--- config.mk ---
export PLATFORM = sky130hd
export DESIGN_NAME = t06_lcd1602_driver
export DESIGN_NICKNAME = d
export VERILOG_FILES = /design/src/rtl/t06_lcd1602_driver.sv
export SDC_FILE = /design/constraint.sdc
export NUM_CORES = 1
export LEC_CHECK = 0
export BUFFER_PORTS_ARGS = -buffer_cell sky130_fd_sc_hd__clkbuf_2
export CAP_MARGIN = 20
export CORE_ASPECT_RATIO = 1.4
export CORE_UTILIZATION = 30
export CTS_CLUSTER_DIAMETER = 120
export DETAILED_ROUTE_END_ITERATION = 12
export SYNTH_ARGS = -nofsm -noshare
export SYNTH_HDL_FRONTEND = slang
export SYNTH_SLANG_ARGS = --single-unit
--- constraint.sdc ---
create_clock -name clk -period 25.6 [get_ports clk]
set_input_delay 2.56 -clock clk [delete_from_list [all_inputs] [get_ports clk]]
set_output_delay 2.56 -clock clk [all_outputs]
set_load 0.01 [all_outputs]
--- src/rtl/t06_lcd1602_driver.sv ---
`default_nettype none
// ============================================================================
// Module      : t06_lcd1602_driver
// Description : HD44780 16x2 LCD driver, 8-bit write-only. Runs the power-up
//               init sequence once, then refreshes both lines from a
//               per-frame snapshot of the two ASCII rows.
// Revision    : 1.0 - initial release
// ============================================================================
module t06_lcd1602_driver #(
    parameter int TICK_DIV   = 1000,
    parameter int INIT_WAIT  = 200,
    parameter int CLEAR_WAIT = 20
) (
    input  logic         clk,
    input  logic         rst,
    input  logic [127:0] row_top,
    input  logic [127:0] row_bot,
    output logic         lcd_en,
    output logic         lcd_rs,
    output logic         lcd_rw,
    output logic [7:0]   lcd_data,
    output logic         init_done,
    output logic         frame_done
);

    localparam int c_tick_w   = (TICK_DIV > 1) ? $clog2(TICK_DIV) : 1;
    localparam int c_wait_max = (INIT_WAIT > CLEAR_WAIT) ? INIT_WAIT : CLEAR_WAIT;
    localparam int c_wait_w   = (c_wait_max > 1) ? $clog2(c_wait_max) : 1;

    localparam logic [c_tick_w-1:0] c_tick_last = c_tick_w'(TICK_DIV - 1);
    localparam logic [c_wait_w-1:0] c_init_last =
        (INIT_WAIT > 1) ? c_wait_w'(INIT_WAIT - 1) : '0;
    localparam logic [c_wait_w-1:0] c_clr_last =
        (CLEAR_WAIT > 1) ? c_wait_w'(CLEAR_WAIT - 1) : '0;

    localparam logic [2:0] c_st_powerup    = 3'd0;
    localparam logic [2:0] c_st_init       = 3'd1;
    localparam logic [2:0] c_st_clr_wait   = 3'd2;
    localparam logic [2:0] c_st_line1_addr = 3'd3;
    localparam logic [2:0] c_st_line1      = 3'd4;
    localparam logic [2:0] c_st_line2_addr = 3'd5;
    localparam logic [2:0] c_st_line2      = 3'd6;

    localparam logic [7:0] c_cmd_func  = 8'h38;
    localparam logic [7:0] c_cmd_disp  = 8'h0C;
    localparam logic [7:0] c_cmd_entry = 8'h06;
    localparam logic [7:0] c_cmd_clear = 8'h01;
    localparam logic [7:0] c_cmd_line1 = 8'h80;
    localparam logic [7:0] c_cmd_line2 = 8'hC0;
    localparam logic [7:0] c_blank     = 8'h20;

    logic [2:0]          state_q, state_d;
    logic [c_tick_w-1:0] tick_q, tick_d;
    logic [c_wait_w-1:0] wait_q, wait_d;
    logic                phase_q, phase_d;
    logic [3:0]          idx_q, idx_d;
    logic                rs_q, rs_d;
    logic [7:0]          data_q, data_d;
    logic                init_done_q, init_done_d;
    logic                frame_done_q, frame_done_d;
    logic [127:0]        top_q, top_d;
    logic [127:0]        bot_q, bot_d;

    logic                w_tick_end;
    logic [3:0]          w_idx_inc;
    logic                enter_frame;

    function automatic logic [7:0] init_cmd(input logic [1:0] i);
        case (i)
            2'd0:    return c_cmd_func;
            2'd1:    return c_cmd_disp;
            2'd2:    return c_cmd_entry;
            default: return c_cmd_clear;
        endcase
    endfunction

    // Char 0 sits in the top byte, so the bit offset is 8*(15-i).
    function automatic logic [7:0] char_at(input logic [127:0] row, input logic [3:0] i);
        return row[{~i, 3'b000} +: 8];
    endfunction

    assign w_tick_end = (tick_q == c_tick_last);
    assign w_idx_inc  = idx_q + 4'd1;

    always_ff @(posedge clk or posedge rst) begin
        if (rst) begin
            state_q      <= c_st_powerup;
            tick_q       <= '0;
            wait_q       <= '0;
            phase_q      <= 1'b0;
            idx_q        <= '0;
            rs_q         <= 1'b0;
            data_q       <= '0;
            init_done_q  <= 1'b0;
            frame_done_q <= 1'b0;
            top_q        <= {16{c_blank}};
            bot_q        <= {16{c_blank}};
        end else begin
            state_q      <= state_d;
            tick_q       <= tick_d;
            wait_q       <= wait_d;
            phase_q      <= phase_d;
            idx_q        <= idx_d;
            rs_q         <= rs_d;
            data_q       <= data_d;
            init_done_q  <= init_done_d;
            frame_done_q <= frame_done_d;
            top_q        <= top_d;
            bot_q        <= bot_d;
        end
    end

    // All state movement happens on tick boundaries; rs/data are loaded as a
    // step is entered so they are stable for the whole enable pulse.
    always_comb begin
        state_d      = state_q;
        tick_d       = tick_q + c_tick_w'(1);
        wait_d       = wait_q;
        phase_d      = phase_q;
        idx_d        = idx_q;
        rs_d         = rs_q;
        data_d       = data_q;
        init_done_d  = init_done_q;
        frame_done_d = 1'b0;
        top_d        = top_q;
        bot_d        = bot_q;
        enter_frame  = 1'b0;

        if (w_tick_end) begin
            tick_d = '0;
            case (state_q)
                c_st_powerup: begin
                    if (wait_q == c_init_last) begin
                        state_d = c_st_init;
                        wait_d  = '0;
                        idx_d   = '0;
                        phase_d = 1'b0;
                        rs_d    = 1'b0;
                        data_d  = c_cmd_func;
                    end else begin
                        wait_d = wait_q + c_wait_w'(1);
                    end
                end
                c_st_clr_wait: begin
                    if (wait_q == c_clr_last) begin
                        enter_frame = 1'b1;
                    end else begin
                        wait_d = wait_q + c_wait_w'(1);
                    end
                end
                default: begin
                    if (!phase_q) begin
                        phase_d = 1'b1;
                    end else begin
                        phase_d = 1'b0;
                        case (state_q)
                            c_st_init: begin
                                if (idx_q == 4'd3) begin
                                    if (CLEAR_WAIT == 0) begin
                                        enter_frame = 1'b1;
                                    end else begin
                                        state_d = c_st_clr_wait;
                                        wait_d  = '0;
                                    end
                                end else begin
                                    idx_d  = w_idx_inc;
                                    data_d = init_cmd(w_idx_inc[1:0]);
                                end
                            end
                            c_st_line1_addr: begin
                                state_d = c_st_line1;
                                idx_d   = '0;
                                rs_d    = 1'b1;
                                data_d  = char_at(top_q, 4'd0);
                            end
                            c_st_line1: begin
                                idx_d = w_idx_inc;
                                if (idx_q == 4'd15) begin
                                    state_d = c_st_line2_addr;
                                    rs_d    = 1'b0;
                                    data_d  = c_cmd_line2;
                                end else begin
                                    data_d = char_at(top_q, w_idx_inc);
                                end
                            end
                            c_st_line2_addr: begin
                                state_d = c_st_line2;
                                idx_d   = '0;
                                rs_d    = 1'b1;
                                data_d  = char_at(bot_q, 4'd0);
                            end
                            c_st_line2: begin
                                idx_d = w_idx_inc;
                                if (idx_q == 4'd15) begin
                                    enter_frame  = 1'b1;
                                    frame_done_d = 1'b1;
                                end else begin
                                    data_d = char_at(bot_q, w_idx_inc);
                                end
                            end
                            default: begin
                                state_d = c_st_powerup;
                                wait_d  = '0;
                            end
                        endcase
                    end
                end
            endcase
        end

        // Snapshot both rows exactly once per frame, as line 1 addressing starts.
        if (enter_frame) begin
            state_d     = c_st_line1_addr;
            phase_d     = 1'b0;
            idx_d       = '0;
            rs_d        = 1'b0;
            data_d      = c_cmd_line1;
            top_d       = row_top;
            bot_d       = row_bot;
            init_done_d = 1'b1;
        end
    end

    always_comb begin
        lcd_en = 1'b0;
        case (state_q)
            c_st_init, c_st_line1_addr, c_st_line1,
            c_st_line2_addr, c_st_line2: lcd_en = ~phase_q;
            default:                     lcd_en = 1'b0;
        endcase
        lcd_rs     = rs_q;
        lcd_rw     = 1'b0;
        lcd_data   = data_q;
        init_done  = init_done_q;
        frame_done = frame_done_q;
    end

endmodule
`default_nettype wire

# Word-level counts from Yosys, hierarchy flattened
# Cells that the tools add are included.
# Widths: inputs -> output; s select.
# word_totals
inputBits	258
regBits	293
word_cells	112
# classes
bitwise_logic	2
n_eq_ne	23
add_sub_neg	3
muxes	52
n_shift	2
reduce_logical	19
# op_table
operator	count
$shiftx 128x8->8	2
$mux 8	11
$pmux 8 s2	3
$pmux 8 s5	1
$mux 4	5
$mux 3	6
$pmux 6 s3	1
$mux 1	16
$ne 4x4->1 const B	4
$pmux 3 s5	1
$reduce_and 7->1	2
$pmux 4 s3	1
$reduce_and 6->1	2
$add 10x1->10 const B	1
$eq 10x10->1 const B	1
$mux 10	1
$eq 3x3->1 const B	3
$add 8x1->8 const B	1
$eq 8x5->1 const B	1
$eq 8x8->1 const B	1
$pmux 1 s2	4
$pmux 4 s2	1
$reduce_bool 7->1	1
$eq 3x2->1 const B	2
25 further kinds	29

# Longest topological paths before layout
# Gate-level depths: netlist of run 1.
# logic_depth
ltp_word	9
mapped_depth	13
depth_no_buf	8

# Worst setup path after synthesis of run 1
# OpenSTA, ideal clock, no wires.
# synth_path
path_type	register to output
start	register state_q[2]
end	output lcd_en
required_ns	23.040
stages_incl_launch_ff	6
arrival_time_ns	1.281
setup_slack_ns	21.759
path_cell_list	dfrtp_1 > clkbuf_1 > buf_2 > clkbuf_1 > and3_1 > nor3_1
# synth_via
elab_chain_len	3
elab_cells_between_ends	7
cone_classes	5 x eq/ne; 1 x mux; 1 x reduce/logical
# synth_lines
item	line	source
from (decl)	52	logic [2:0] state_q, state_d;
from (signal assigned)	87	state_q <= c_st_powerup;
from (signal assigned)	99	state_q <= state_d;
$eq 3x3->1, or another cell as far along	226	case (state_q)
$reduce_or 5->1 *	226	
$mux 1 *	226	
to (decl)	18	output logic lcd_en,
# Every way passes the cells marked *; elsewhere a longest branch is shown, timed or not.

# Worst setup path after layout of run 1
# Ends and elaborated chain as after synthesis.

==> impl_metrics.toml, run 1 <==
[clocking]
clk_path_buf_depth = 3
post_cts_buffers = 0
path_clk_slew_ps = 60
cts_buffers = 30
htree_levels = 1
clock-sinks = 293
clk-insertion-delay-late_ps = 570
cts_tree = "done"
cts_resized = 0
cts-hold-fix-buffers = 0
ctsRootBufferMaster = "clkbuf_16"

[timing]
min_period_ps = 4740
skew_ps = 15.0
relSlewSlack_pct = 28.4
maxSlewViolCount = 0
max_freq_mhz = 211
tns_ps = 0
hold_viol = 0
period_share_pct = 18.5
setup_viol = 0
rsz0062_at_grt = "no"
tightest_slew_ps = 1070

[synth]
synthFlopType = "dfrtp_1"
synth-simple-area-share_pct = 25.9
synth_cells = 1565
synthXorXnorAreaFrac_pct = 0.824
yosysTopAreaCell = "dfrtp_1"
syn-cell-area_um2 = 14000
synth_top_cell_area_share_pct = 46.7
synth.area.mux_share_pct = 9.85
synth.yosys.warnings = 0
synth_cell_types = 53
ys_top_cells_by_area = "dfrtp_1, nand2_1, dfstp_2"
ys_top_cells_by_count = "nand2_1, dfrtp_1, mux2i_1, clkbuf_1, buf_2"
synth_top_family_by_area = "simple AND/OR/NAND/NOR gates"
synth-compound-area-share_pct = 6.83
synth_edf_count = 0
async_reset_ff_share_pct = 100
avgSynthCellArea_um2 = 8.93
synth-seq-cells = 293
ys_seq_area_share_pct = 52.8
yosysMostFrequentCell = "nand2_1"
syn_nets = 1828
synth_fa_ha_area_share_pct = 0.448

[global_routing]
grt_max_degree = 113
grt_overflow = 0
grtUsageTotal_pct = 18.9
grt_pass1_wl_um = 68000
grt_pass1_vias = 12100
antenna_found_initial = 0

[pwr]
powerDensity_nw_per_um2 = 56.4
ir_worst_vdd_mv = 0.0429
p_leak_nw = 7.98

[placed_design]
port_buffers = 269
dpl.hpwl_um = 32400
dpl_cell_area_um2 = 15800
gp_congestion = 0.882

[critical_path]
endpoint_kind = "output port"
required_ps = 23040
startpoint_type = "flop"
crit_fanout = 26
reg2reg_slack_ps = 21000
rr_startpoint = "idx_q[0]$_DFFE_PP0P_"
critical_path_class = "flop to output port"
arrival_ps = 2180
r2r-end = "top_q[69]$_DFFE_PP1N_"
r2r_cells = 9

[layout]
register_area_um2 = 7370
fillers = 4740
antennaDiodeCount = 0
nets = 2047
final_area_um2 = 16900
drive_above_1_share_pct = 22.7
multi_input_area_um2 = 6160
syn_to_final_growth_pct = 20.8

[min_path]
worst_hold_path_type = "flop to flop"
hold_depth = 2
min_to = "top_q[29]$_DFFE_PP1N_"
min-delay-start = "top_q[29]$_DFFE_PP1N_"

[outcome]
status = "finished, final reports clean"

[die]
pin_count = 271
chipWidth_um = 184
core_area_um2 = 46000
die_h_um = 257
die_area_um2 = 47500
start_util_pct = 30.4
fp-row-count = 93

[route]
drt_iter0_drc = 682
viasPerCell = 4.82
route.vias.total = 11700
drc = 0
drtPass1Iterations = 5
wire_per_inst_um = 18.4
ant_nets = 0
finalWirelength_um = 44600

[flow_run]
cap_violations = 0
==> per-layer routing <==
layer	track usage, %	share of wire, %
met1	22.2	39
met4	10.3	5.5
met3	2.18	4.2
met5	0	0
met2	33.1	51
==> registers in the layout, summed over array words and instances (netlist names) <==
register    count
bot_q         128
frame_done      1
idx_q           4
init_done       1
lcd_data        8
lcd_rs          1
phase_q         1
state_q         3
tick_q         10
top_q         128
wait_q          8
==> power breakdown <==
part	internal [mW]	switching (mW)
Combinational	0.0150	0.0202
Sequential	0.463	0
Clock	0.268	0.185
Total	0.747	0.205
==> cells in the final DEF (no fill, tap or decap), types with 3 or more instances in the layout <==
cell type / instances
nand3_1: 15
xor2_1: 4
o21ai_1: 6
xnor2_1: 5
mux2i_1: 61
clkbuf_16: 31
nor4b_1: 3
nor3_1: 10
a211oi_1: 12
o21ai_0: 26
nand2_1: 815
inv_1: 7
a21o_1: 4
clkbuf_1: 11
mux4_2: 33
clkbuf_2: 269
clkbuf_8: 9
a22oi_1: 18
and3_1: 6
nor4_1: 5
nand2b_1: 3
dfrtp_1: 260
dfstp_2: 32
a221o_1: 4
ha_1: 4
a21oi_1: 19
a22o_1: 4
buf_4: 14
nand4_1: 8
a2111oi_0: 9
a221oi_1: 7
o31ai_1: 13
nor2b_1: 15
nor2_1: 23
o211ai_1: 4
==> worst max-delay path, cell delays in order, from the launching register on <==
cell and delay (ps):
dfrtp_1 830, nor2_1 200, nor3_1 360, clkbuf_2 200
==> per-stage QoR <==
step | hold WS (ps) | utilization, % | instances | total power [mW] | setup slack, ps
after CTS | 458 | 36.6 | 2423 | 0.962 | 20850
after global placement | 445 | 34.4 | 2366 | 0.508 | 20640
after floorplan | 437 | - | 1565 | 0.479 | 15000
after global routing | 475 | 36.7 | 2425 | 0.983 | 20580
after detailed placement | 449 | 34.4 | 2367 | 0.507 | 20560
final | 456 | 36.7 | 2425 | 0.952 | 20860
==> worst max-delay path by stage <==
stage	from	end	cells past startpoint	slack, ps
final	state_q[2]$_DFFE_PP0P_	lcd_en	3	20860
after global routing	idx_q[0]$_DFFE_PP0P_	top_q[86]$_DFFE_PP0N_	9	20580
after CTS	state_q[2]$_DFFE_PP0P_	lcd_en	3	20850
after detailed placement	rst	top_q[6]$_DFFE_PP0N_	4	20560
after global placement	rst	top_q[14]$_DFFE_PP0N_	4	20640
after floorplan	rst	bot_q[0]$_DFFE_PP0N_	1	15000
==> layout make-up <==
class | count | area share (%)
sequential | 293 | 43.7
clock inverter | 5 | 0.467
inverter | 8 | 0.222
clock buffer | 51 | 5.57
timing repair buffer | 286 | 8.99
multi-input combinational | 1165 | 36.5
tap | 617 | 4.57
==> cell families (layout without fill, tap and decap cells) <==
group / after synthesis / after routing
xor gates and xnor gates: 11 / 11
muxes: 96 / 96
other: 1 / 1
adders and majority gates: 5 / 5
AOI/OAI and AO/OA: 137 / 137
and+or+nand+nor: 915 / 915
DFF: 293 / 293
buffers and inverters: 107 / 350
No activity file was read; power rests on OpenSTA's default activity.
==> run 2, diff against run 1 <==
==> constraint.sdc (replaced) <==
create_clock -name clk -period 4.2 [get_ports clk]
set_input_delay 0.42 -clock clk [delete_from_list [all_inputs] [get_ports clk]]
set_output_delay 0.42 -clock clk [all_outputs]
set_load 0.01 [all_outputs]
==> impl_metrics.toml, run 2 (synthesis results as in run 1) <==
[min_path]
hold_depth = 3
worst_hold_path_type = "input port to flop"

[route]
finalWirelength_um = 46800
drtPass1Iterations = 6
viasPerCell = 4.86
highest_layer = "met4"
drt-met1-wl_um = 18000
ant_nets = 0
route.met2.wl_um = 23900
drc = 0
route.vias.total = 11800
drt_iter0_drc = 843
wire_per_inst_um = 19.2
wl_met3_um = 2090

[pwr]
internal-power_mw = 4.66
combPwrFrac_pct = 3.5
switchingPower_mw = 1.30
power_frac_clock_pct = 49.1
finalPower_mw = 5.96
p_leak_nw = 8.03
switching_share_pct = 21.8
ir_worst_vdd_mv = 0.273
powerDensity_nw_per_um2 = 351
seq_power_share_pct = 47.3

[timing]
hold_viol = 0
timing.hold.ws_ps = 18.9
relSlewSlack_pct = 23.9
skew_ps = 31.9
rsz0062_at_grt = "no"
setup_viol = 0
maxSlewViolCount = 0
max_freq_mhz = 307
tightest_slew_ps = 1110
period_share_pct = 77.6
min_period_ps = 3260

[critical_path]
slowest_stage = "a2111oi_0"
critPathMaxStageDelay_ps = 950
critical_path_class = "flop to flop"
r2r_cells = 8
startpoint_type = "flop"
endpoint_kind = "flop"
crit_chain = "inv_1, ha_4, nor2b_1, a2111oi_0, a211oi_1, a221o_1, a21oi_1, o31ai_1"
arrival_ps = 3690
crit_fanout = 45
required_ps = 4630

[layout]
syn_to_final_growth_pct = 21.7
nets = 2054
multi_input_area_um2 = 6160
final_common_cell = "nand2_1"
drive_above_1_share_pct = 23.1
register_area_um2 = 7370
reg_top3 = "bot_q: 128 flops, top_q: 128 flops, tick_q: 10 flops"
stdcell_count = 2435
post-route-util_pct = 37.0
fillers = 4725
final_cell_mix = "nand2_1, clkbuf_2, dfrtp_1"

[die]
start_util_pct = 30.4
pin_count = 271
chipWidth_um = 184
core_area_um2 = 46000
die_area_um2 = 47500
fp-row-count = 93
die_h_um = 257

[clocking]
clk_path_buf_depth = 3
post_cts_buffers = 0
clk-insertion-delay-late_ps = 590
cts-hold-fix-buffers = 2
clock-sinks = 293
htree_levels = 1
cts_resized = 0
cts_tree = "done"
path_clk_slew_ps = 60
cts_buffers = 30
ctsRootBufferMaster = "clkbuf_16"

[global_routing]
grt_pass1_vias = 12100
grt_max_degree = 177
antenna_found_initial = 3
grt_overflow = 0
grtUsageTotal_pct = 19.8
grt_pass1_wl_um = 70900

[placed_design]
port_buffers = 269
place_inst = 2374
gp_congestion = 0.918
dpl.hpwl_um = 34500

[outcome]
status = "finished, final reports clean"

[flow_run]
cap_violations = 0
run 2: final cells by class:
class                      count  area share [%]
sequential                   293            43.4
multi-input combinational   1165            36.2
timing repair buffer         293            9.30
clock buffer                  43            5.12
tap                          617            4.54
clock inverter                13            1.19
inverter                       8           0.199
antenna                        3          0.0442
run 2: per-layer routing:
layer | vias to the layer above | GRT usage (%)
li1 | 5592 | -
met1 | 5759 | 22.9
met2 | 362 | 34.5
met3 | 116 | 2.72
met4 | 0 | 12.0
met5 | - | 0
run 2: worst paths after layout:
path | start | to | slack [ps]
setup reg to reg | idx_q[0]$_DFFE_PP0P_ | lcd_data[1]$_DFFE_PP0P_ | 940
hold / removal | row_top[125] | top_q[125]$_DFFE_PP1N_ | 20
max in group asynchronous | rst | top_q[23]$_DFFE_PP0N_ | 2570
setup / recovery | idx_q[0]$_DFFE_PP0P_ | lcd_data[1]$_DFFE_PP0P_ | 940
hold reg to reg | top_q[21]$_DFFE_PP1N_ | top_q[21]$_DFFE_PP1N_ | 460
min in group asynchronous | rst | idx_q[3]$_DFFE_PP0P_ | 430
run 2: power groups by stage:
stage          clock, mW  sequential [mW]  combinational [mW]
2_1_floorplan          0             2.88              0.0447
3_3_place_gp           0             2.87               0.214
3_5_place_dp           0             2.87               0.214
4_1_cts             2.98             2.82               0.217
5_1_grt             3.08             2.82               0.230
6_report            2.93             2.82               0.211
run 2: worst max-delay path: cells and delay by family, from the launching register on:
kind	cells	cell delay (ps)
buf+inv	1	220
simple gates	1	100
flops	1	420
fa+ha+maj	1	680
compound gates	5	1670
run 2: metrics by stage:
step / setup WS (ps) / TNS [ps] / area (um2)
2_1_floorplan: -83.0 / -21670 / 14000
3_3_place_gp: 1050 / 0 / 15900
3_5_place_dp: 996 / 0 / 15900
4_1_cts: 966 / 0 / 17000
5_1_grt: 847 / 0 / 17000
6_report: 942 / 0 / 17000
==> run 3, diff against run 2 <==
==> constraint.sdc (replaced) <==
create_clock -name clk -period 3.3 [get_ports clk]
set_input_delay 0.33 -clock clk [delete_from_list [all_inputs] [get_ports clk]]
set_output_delay 0.33 -clock clk [all_outputs]
set_load 0.01 [all_outputs]
==> impl_metrics.toml, run 3 (synthesis results as in run 1) <==
[pwr]
switchingPower_mw = 1.66
switching_share_pct = 21.5
seq_power_share_pct = 46.6
combPwrFrac_pct = 6.4
ir_worst_vdd_mv = 0.366
p_leak_nw = 9.04
finalPower_mw = 7.72
internal-power_mw = 6.06
power_frac_clock_pct = 47.1
powerDensity_nw_per_um2 = 399

[global_routing]
antenna_found_initial = 1
grt_pass1_vias = 13700
grt_overflow = 0
grt_max_degree = 116
grt_pass1_wl_um = 75800
grtUsageTotal_pct = 21.0

[clocking]
clock-sinks = 293
cts-hold-fix-buffers = 220
htree_levels = 1
post_cts_buffers = 0
path_clk_slew_ps = 60
cts_tree = "done"
clk_path_buf_depth = 3
cts_resized = 0
ctsRootBufferMaster = "clkbuf_16"
clk-insertion-delay-late_ps = 570
cts_buffers = 31

[layout]
syn_to_final_growth_pct = 38.6
reg_top3 = "bot_q: 128 flops, top_q: 128 flops, tick_q: 10 flops"
drive_above_1_share_pct = 21.4
nets = 2293
final_common_cell = "nand2_1"
final_cell_mix = "nand2_1, clkbuf_2, dfrtp_1"
post-route-util_pct = 42.1
fillers = 4407
stdcell_count = 2672

[route]
finalWirelength_um = 49700
drtPass1Iterations = 5
route.vias.total = 13100
drc = 0
viasPerCell = 4.90
drt_iter0_drc = 967
ant_nets = 0
wire_per_inst_um = 18.6

[critical_path]
critical_path_class = "flop to flop"
required_ps = 3740
startpoint_type = "flop"
endpoint_kind = "flop"
crit_fanout = 30
arrival_ps = 3320

[flow_run]
cap_violations = 0

[die]
pin_count = 271
die_h_um = 257
chipWidth_um = 184
die_area_um2 = 47500
start_util_pct = 30.4
fp-row-count = 93
core_area_um2 = 46000

[timing]
maxSlewViolCount = 0
relSlewSlack_pct = 50.7
hold_viol = 0
period_share_pct = 87.0
rsz0062_at_grt = "no"
skew_ps = 12.2
min_period_ps = 2870
setup_viol = 0
max_freq_mhz = 348
tightest_slew_ps = 735

[min_path]
worst_hold_path_type = "input port to flop"

[placed_design]
dpl.hpwl_um = 34400
port_buffers = 269
place_inst = 2392
gp_congestion = 0.926

[outcome]
status = "finished, final reports clean"
-- run 3: changes by cell type in the layout (fill, tap and decap cells not counted), moves of 2 or more --
cell,delta
clkinvlp_4,+2
dlygate4sd3_1,+220
buf_12,+3
diode_2,-2
buf_4,+15
-- run 3: area by class of cell --
type	instances	area, um2	area share [%]
Inverter	8	33.8	0.175
Timing Repair Buffer	531	3960	20.4
Sequential cell	293	7370	38.1
Clock buffer	44	885	4.57
Tap cell	617	772	3.99
Antenna cell	1	2.50	0.0129
Multi-Input combinational cell	1165	6160	31.8
Clock inverter	13	179	0.924
-- run 3: power by group through the flow --
stage / registers, mW / clock network, mW / logic, mW
after global routing: 3.59 / 3.85 / 0.527
after CTS: 3.59 / 3.72 / 0.483
after detailed placement: 3.66 / 0 / 0.273
after global placement: 3.66 / 0 / 0.273
final: 3.59 / 3.64 / 0.491
after floorplan: 3.66 / 0 / 0.0569
-- run 3: routing by layer --
layer / GRT usage [%] / vias to the layer above / part of all wire (%)
met1: 23.1 / 6367 / 37
li1: - / 6048 / -
met5: 0 / - / 0
met3: 2.66 / 192 / 4.5
met2: 36.7 / 478 / 51
met4: 15.5 / 0 / 7.9
-- run 3: worst max-delay path: stages, from the launching register on --
cell     delay (ps)
dfrtp_2         390
inv_1            90
ha_4            600
buf_4           400
mux2i_1         510
a22oi_1         130
a221o_1         340
a21oi_1         160
o31ai_1          90
-- run 3: per-stage QoR --
step	hold slack [ps]	TNS, ps	worst slack, ps	area (um2)
2_1_floorplan	413	-233080	-893	14000
3_3_place_gp	446	0	453	16100
3_5_place_dp	448	0	462	16100
4_1_cts	0.362	0	442	19300
5_1_grt	7.57	0	250	19400
6_report	4.65	0	429	19400
-- run 3: path summary, 6_finish.rpt --
path	startpoint	slack, ps	cells after the start	end
max in group asynchronous	rst	1880	4	top_q[8]$_DFFE_PP0N_
min reg2reg	top_q[77]$_DFFE_PP1N_	460	2	top_q[77]$_DFFE_PP1N_
min in group asynchronous	rst	430	3	bot_q[44]$_DFFE_PP0N_
max reg2reg	idx_q[0]$_DFFE_PP0P_	430	8	lcd_data[1]$_DFFE_PP0P_
max	idx_q[0]$_DFFE_PP0P_	430	8	lcd_data[1]$_DFFE_PP0P_
min	row_bot[83]	5	3	bot_q[83]$_DFFE_PP0N_
